## src/rtl/logic_axi4_stream_packet_limiter.sv

```systemverilog
// AXI4-Stream packet length limiter: forwards at most MAX_BEATS beats per packet, truncating longer ones.
// Optional truncation statistics counter enabled by macro LOGIC_AXI4_STREAM_PACKET_LIMITER_STATS_EN.
module logic_axi4_stream_packet_limiter #(
    parameter int TDATA_BYTES = 4,
    parameter int TDEST_WIDTH = 1,
    parameter int TUSER_WIDTH = 1,
    parameter int TID_WIDTH   = 1,
    parameter int MAX_BEATS   = 64
) (
    input  logic                     aclk,
    input  logic                     areset,
    input  logic                     rx_tvalid,
    input  logic                     rx_tlast,
    input  logic [TDATA_BYTES*8-1:0] rx_tdata,
    input  logic [TDATA_BYTES-1:0]   rx_tstrb,
    input  logic [TDATA_BYTES-1:0]   rx_tkeep,
    input  logic [TDEST_WIDTH-1:0]   rx_tdest,
    input  logic [TUSER_WIDTH-1:0]   rx_tuser,
    input  logic [TID_WIDTH-1:0]     rx_tid,
    output logic                     rx_tready,
    output logic                     tx_tvalid,
    output logic                     tx_tlast,
    output logic [TDATA_BYTES*8-1:0] tx_tdata,
    output logic [TDATA_BYTES-1:0]   tx_tstrb,
    output logic [TDATA_BYTES-1:0]   tx_tkeep,
    output logic [TDEST_WIDTH-1:0]   tx_tdest,
    output logic [TUSER_WIDTH-1:0]   tx_tuser,
    output logic [TID_WIDTH-1:0]     tx_tid,
    input  logic                     tx_tready
`ifdef LOGIC_AXI4_STREAM_PACKET_LIMITER_STATS_EN
    ,
    output logic [31:0]              truncated_count
`endif
);

    localparam int CW = $clog2(MAX_BEATS + 1);
    localparam logic [CW-1:0] LAST_CNT = CW'(MAX_BEATS - 1);
    localparam logic [TUSER_WIDTH-1:0] TRUNC_FLAG = TUSER_WIDTH'(1);

    typedef enum logic {
        ST_PASS = 1'b0,
        ST_DROP = 1'b1
    } state_e;

    state_e                   state_q, state_d;
    logic [CW-1:0]            cnt_q, cnt_d;
    logic                     tx_tvalid_q, tx_tvalid_d;
    logic                     tx_tlast_q, tx_tlast_d;
    logic [TDATA_BYTES*8-1:0] tx_tdata_q, tx_tdata_d;
    logic [TDATA_BYTES-1:0]   tx_tstrb_q, tx_tstrb_d;
    logic [TDATA_BYTES-1:0]   tx_tkeep_q, tx_tkeep_d;
    logic [TDEST_WIDTH-1:0]   tx_tdest_q, tx_tdest_d;
    logic [TUSER_WIDTH-1:0]   tx_tuser_q, tx_tuser_d;
    logic [TID_WIDTH-1:0]     tx_tid_q, tx_tid_d;

    logic rx_fire_s;
    logic load_s;
    logic trunc_s;

    // Ready depends only on registered state and downstream ready, never on rx_tvalid.
    assign rx_tready = (state_q == ST_DROP) ? 1'b1 : (!tx_tvalid_q || tx_tready);
    assign rx_fire_s = rx_tvalid && rx_tready;
    assign load_s    = rx_fire_s && (state_q == ST_PASS);
    assign trunc_s   = load_s && (cnt_q == LAST_CNT) && !rx_tlast;

    assign tx_tvalid = tx_tvalid_q;
    assign tx_tlast  = tx_tlast_q;
    assign tx_tdata  = tx_tdata_q;
    assign tx_tstrb  = tx_tstrb_q;
    assign tx_tkeep  = tx_tkeep_q;
    assign tx_tdest  = tx_tdest_q;
    assign tx_tuser  = tx_tuser_q;
    assign tx_tid    = tx_tid_q;

    // Next-state: output register load/drain and packet length tracking.
    always_comb begin
        state_d     = state_q;
        cnt_d       = cnt_q;
        tx_tvalid_d = tx_tvalid_q;
        tx_tlast_d  = tx_tlast_q;
        tx_tdata_d  = tx_tdata_q;
        tx_tstrb_d  = tx_tstrb_q;
        tx_tkeep_d  = tx_tkeep_q;
        tx_tdest_d  = tx_tdest_q;
        tx_tuser_d  = tx_tuser_q;
        tx_tid_d    = tx_tid_q;
        case (state_q)
            ST_PASS: begin
                if (load_s) begin
                    tx_tvalid_d = 1'b1;
                    tx_tlast_d  = rx_tlast;
                    tx_tdata_d  = rx_tdata;
                    tx_tstrb_d  = rx_tstrb;
                    tx_tkeep_d  = rx_tkeep;
                    tx_tdest_d  = rx_tdest;
                    tx_tuser_d  = rx_tuser;
                    tx_tid_d    = rx_tid;
                    if (trunc_s) begin
                        // Limit reached mid-packet: close it here and swallow the remainder.
                        tx_tlast_d = 1'b1;
                        tx_tuser_d = rx_tuser | TRUNC_FLAG;
                        cnt_d      = '0;
                        state_d    = ST_DROP;
                    end else if (rx_tlast) begin
                        cnt_d = '0;
                    end else begin
                        cnt_d = cnt_q + CW'(1);
                    end
                end else if (tx_tready) begin
                    tx_tvalid_d = 1'b0;
                end else begin
                    tx_tvalid_d = tx_tvalid_q;
                end
            end
            ST_DROP: begin
                if (tx_tready) begin
                    tx_tvalid_d = 1'b0;
                end else begin
                    tx_tvalid_d = tx_tvalid_q;
                end
                if (rx_fire_s && rx_tlast) begin
                    state_d = ST_PASS;
                    cnt_d   = '0;
                end else begin
                    state_d = ST_DROP;
                end
            end
            default: begin
                state_d     = ST_PASS;
                cnt_d       = '0;
                tx_tvalid_d = 1'b0;
            end
        endcase
    end

    // State, counter and output register.
    always_ff @(posedge aclk) begin
        if (areset) begin
            state_q     <= ST_PASS;
            cnt_q       <= '0;
            tx_tvalid_q <= 1'b0;
            tx_tlast_q  <= 1'b0;
            tx_tdata_q  <= '0;
            tx_tstrb_q  <= '0;
            tx_tkeep_q  <= '0;
            tx_tdest_q  <= '0;
            tx_tuser_q  <= '0;
            tx_tid_q    <= '0;
        end else begin
            state_q     <= state_d;
            cnt_q       <= cnt_d;
            tx_tvalid_q <= tx_tvalid_d;
            tx_tlast_q  <= tx_tlast_d;
            tx_tdata_q  <= tx_tdata_d;
            tx_tstrb_q  <= tx_tstrb_d;
            tx_tkeep_q  <= tx_tkeep_d;
            tx_tdest_q  <= tx_tdest_d;
            tx_tuser_q  <= tx_tuser_d;
            tx_tid_q    <= tx_tid_d;
        end
    end

`ifdef LOGIC_AXI4_STREAM_PACKET_LIMITER_STATS_EN
    logic [31:0] trunc_cnt_q;

    assign truncated_count = trunc_cnt_q;

    // Saturating count of truncation events.
    always_ff @(posedge aclk) begin
        if (areset) begin
            trunc_cnt_q <= 32'h0000_0000;
        end else if (trunc_s && (trunc_cnt_q != 32'hFFFF_FFFF)) begin
            trunc_cnt_q <= trunc_cnt_q + 32'h0000_0001;
        end else begin
            trunc_cnt_q <= trunc_cnt_q;
        end
    end
`endif

endmodule

```

## config.mk

```make
export PLATFORM = sky130hd
export DESIGN_NAME = logic_axi4_stream_packet_limiter
export DESIGN_NICKNAME = d
export VERILOG_FILES = /design/src/rtl/logic_axi4_stream_packet_limiter.sv
export SDC_FILE = /design/constraint.sdc
export NUM_CORES = 1
export LEC_CHECK = 0
export ABC_CLOCK_PERIOD_IN_PS = 1600
export BUFFER_PORTS_ARGS = -buffer_cell sky130_fd_sc_hd__clkbuf_2
export CAP_MARGIN = 20
export CORE_MARGIN = 10
export CORE_UTILIZATION = 46
export DETAILED_ROUTE_END_ITERATION = 6
export GPL_TIMING_DRIVEN = 0
export PLACE_DENSITY = 0.8
export SYNTH_ARGS = -nofsm -noshare
export SYNTH_HDL_FRONTEND = slang
export SYNTH_SLANG_ARGS = --single-unit
```

## constraint.sdc

```tcl
create_clock -name aclk -period 1.6 [get_ports aclk]
set_input_delay 0.16 -clock aclk [delete_from_list [all_inputs] [get_ports aclk]]
set_output_delay 0.16 -clock aclk [all_outputs]
set_load 0.01 [all_outputs]
```

==> results.txt <==
- The run finished with clean final reports.
- Clock buffer count from CTS: 5
- In the routed design, unresolved DRC markers number 0.
- Summed over all instances, the cell type with the most area after synthesis is dfxtp_1.
- Floorplan die area: 7648 um^2
* Total via count after detailed routing: 1,945
* Clock period minus worst slack: 1.490 ns
- CORE AREA: 4384 um^2
- Syn_area_per_cell: 8.407 um^2
- TritonCTS built the clock tree.
- Antenna violations before repair: 0
* Setup TNS: 0 ns
- Buffers inserted by post-CTS timing repair: 0
- Max Clock Freq: 671.0 MHz
- The first detailed-routing pass took 4 iterations.
- Proportion of power drawn by the clock network: 0.295
* Crit start category: register
- The initial utilization of the core area, before any placement, comes to 0.4775.
* First-pass GRT wire length: 8500 um
- In this run, distinct cell masters in the synthesized netlist total 34.
- In this run the most critical hold path is launched from rx_tdest.
- Synth top area cells: dfxtp_1, nand2_1, a21oi_1
- Routability-driven placement finished with a final weighted congestion of 0.7863.
- Count of mapped cells out of synthesis: 249
- Critical Path Start: state_q
- Internal power: 1.897 mW
- Setup repair after global routing left no endpoint under its margin.
* Net total in the final layout: 396
* Synthesis warning total: 0
* CP required: 1.44 ns
- Fillers: 408
- The number of gates resized after CTS was 0.
- The number of placed instances, taps included, is 392.
- FF+latch count, synth: 53
- Number of clock sinks seen by CTS: 53
- In the final routed layout, each cell accounts on average for 13.11 um.
* Diodes inserted: 0
* Root Buffer: clkbuf_8
* Quantity of hold-fixing buffers added after cts: 0
- Portion of the clock cycle consumed by the worst path in the final layout: 0.9315
* Detail-routed via count per cell: 4.875
- After global routing the overflow that remains totals 0.
- Signal arrival time at the worst endpoint: 1.33 ns
- Number of violations of the max-capacitance limit: 0
* Maximum number of pins on one net before global-route repair: 16
- For this run, the register share of the synthesized area comes to 0.5069.
- Pin placement for this block handled 94 I/O pins.
* Switching power share of the total: 0.2562
- The worst setup path is of the register to output port kind.
- Area growth, synth to finish: 29.71%
- Worst-case clock skew: 0.006333 ns
- The number of max-slew violations in the final report is 0.
- Worst-case headroom to the max-slew limit: 0.6870
- Leakage: 1.240 nW
- Of the total power, registers draw 0.557.
* Depth of the CTS H-tree: 2
- Post-route worst setup slack: 0.1097 ns
* Synth Net Count: 298
- Chip width: 87.46 um
- The worst-case IR drop observed on VDD is 528.2 uV.
- Maximum fanout along the worst path: 6
- After floorplanning, the core was divided into 24 placement rows.
- The worst register-to-register path begins at cnt_q[0].
- Fin. Hold Viols: 0
* Count of cells along the worst hold path: 3
- The via count of the first global-routing pass was 1,818.
* Endpoint kind of the worst setup timing path: output port
* HPWL reported at the end of detailed placement: 4168 um
* Number of buffers on the longest clock path: 2
* Worst Reg-to-Reg Cells: 6
- Of the total power, combinational logic draws 0.148.
* Finish-stage setup viols: 0
- During placement, the flow inserted port buffers numbering 91.
- Worst min-delay path class: input port to register
- The synthesized netlist occupies a cell area of 2093 um^2.
* Die span in y: 87.46 um
- Hold Worst Slack: 0.07254 ns
- Initial detailed-routing violation count: 79
- Worst Tran Pin Value: 0.4694 ns
- ANT nets after route: 0
* Share of final-layout standard cells stronger than drive strength 1: 0.3516
- Dividing total power by cell area gives a power density of 939.3 nW/um^2.
* WL final: 5232 um
- Summed over all nets, the switching power comes to 653.5 uW.
- Clk_lat worst skew: 0.30 ns
* Post-place setup slack: 0.04346 ns
- Share of Yosys cell area claimed by the top area cell type: 0.5069
- In the global route stage, overall resource usage came out at 0.1338.
- Non-filler instance count after layout: 399
* Clock slew at the register clock pins of the worst setup and hold paths: 0.09 ns
==> layout by cell type (no fill, tap or decap), types with 3 or more instances in the layout <==
cell	instances
nand2_1	87
buf_2	4
a21oi_1	44
nand4_1	3
clkbuf_1	5
a31oi_1	4
nor2_1	7
nand2b_1	4
clkbuf_8	6
buf_6	6
buf_4	3
dfxtp_1	51
nor3_1	3
clkbuf_2	91
==> final timing paths <==
kind | end | slack [ns]
setup / recovery | rx_tready | 0.11
hold reg to reg | tx_tdata[10] | 0.46
setup reg to reg | cnt_q[2] | 0.12
hold / removal | tx_tdest | 0.07
==> cell type report <==
type,count,area [um^2],share of cell area
multi-input cells,177,908.4,0.3346
inverters,1,3.754,0.001382
well taps,52,65.06,0.02396
flip-flops and latches,53,1064,0.3917
clock inverters,1,7.507,0.002765
plain buffers,18,128.9,0.04747
repair buffers,91,455.4,0.1677
clock buffers,6,82.58,0.03041
==> flip-flops by register name, indices dropped and copies added (netlist names) <==
name,flops
tx_tuser,1
tx_tkeep,4
state_q,1
tx_tid,1
tx_tlast,1
tx_tstrb,4
tx_tvalid,1
cnt_q,7
tx_tdest,1
tx_tdata,32
==> cell usage after synthesis (all sizes together) <==
| cell | instances |
|---|---|
| ha | 1 |
| inv | 1 |
| clkbuf | 5 |
| o31ai | 1 |
| nand4 | 4 |
| and3 | 2 |
| nand2 | 87 |
| and3b | 1 |
| nand2b | 5 |
| xor2 | 2 |
| nor2b | 1 |
| or3b | 1 |
| or2 | 1 |
| a32oi | 1 |
| buf | 13 |
| nor3 | 4 |
| a211oi | 3 |
| a21oi | 44 |
| nand3 | 3 |
| nor2 | 8 |
| nand3b | 2 |
| dfxtp | 53 |
| o21bai | 1 |
| a31oi | 5 |
==> power groups by stage <==
stage / Clock [mW] / Sequential [mW] / Combinational, mW
floorplan: 0 / 1.48 / 0.180
detailed placement: 0 / 1.45 / 0.383
global placement: 0 / 1.45 / 0.378
finish: 0.751 / 1.42 / 0.378
CTS: 0.780 / 1.42 / 0.385
global route: 0.834 / 1.43 / 0.426
==> routing by layer <==
| layer | vias to the layer above | global-route usage | part of all wire |
|---|---|---|---|
| li1 | 1019 | - | - |
| met1 | 845 | 0.1578 | 0.42 |
| met2 | 75 | 0.2169 | 0.45 |
| met3 | 6 | 0.05993 | 0.12 |
| met4 | 0 | 0.03043 | 0.011 |
| met5 | - | 0 | 0 |
==> kinds of logic after synthesis <==
family          synth area share
flops                     0.5069
simple gates              0.2612
compound gates            0.1542
buf+inv                  0.06336
fa+ha+maj               0.005976
xor+xnor                0.008370
==> worst max-delay path, stage by stage, from the launching register on <==
cell and delay [ns]:
dfxtp_1 0.37, or3b_1 0.39, buf_6 0.15, clkbuf_2 0.12
==> stage by stage <==
stage	power [mW]	area, um^2	utilization
after floorplan	1.663	2093	-
after global placement	1.828	2614	0.5962
after detailed placement	1.836	2614	0.5962
after CTS	2.586	2704	0.6167
after global routing	2.691	2715	0.6193
final	2.550	2715	0.6193
Note: power is estimated with default switching activity, not from simulation.
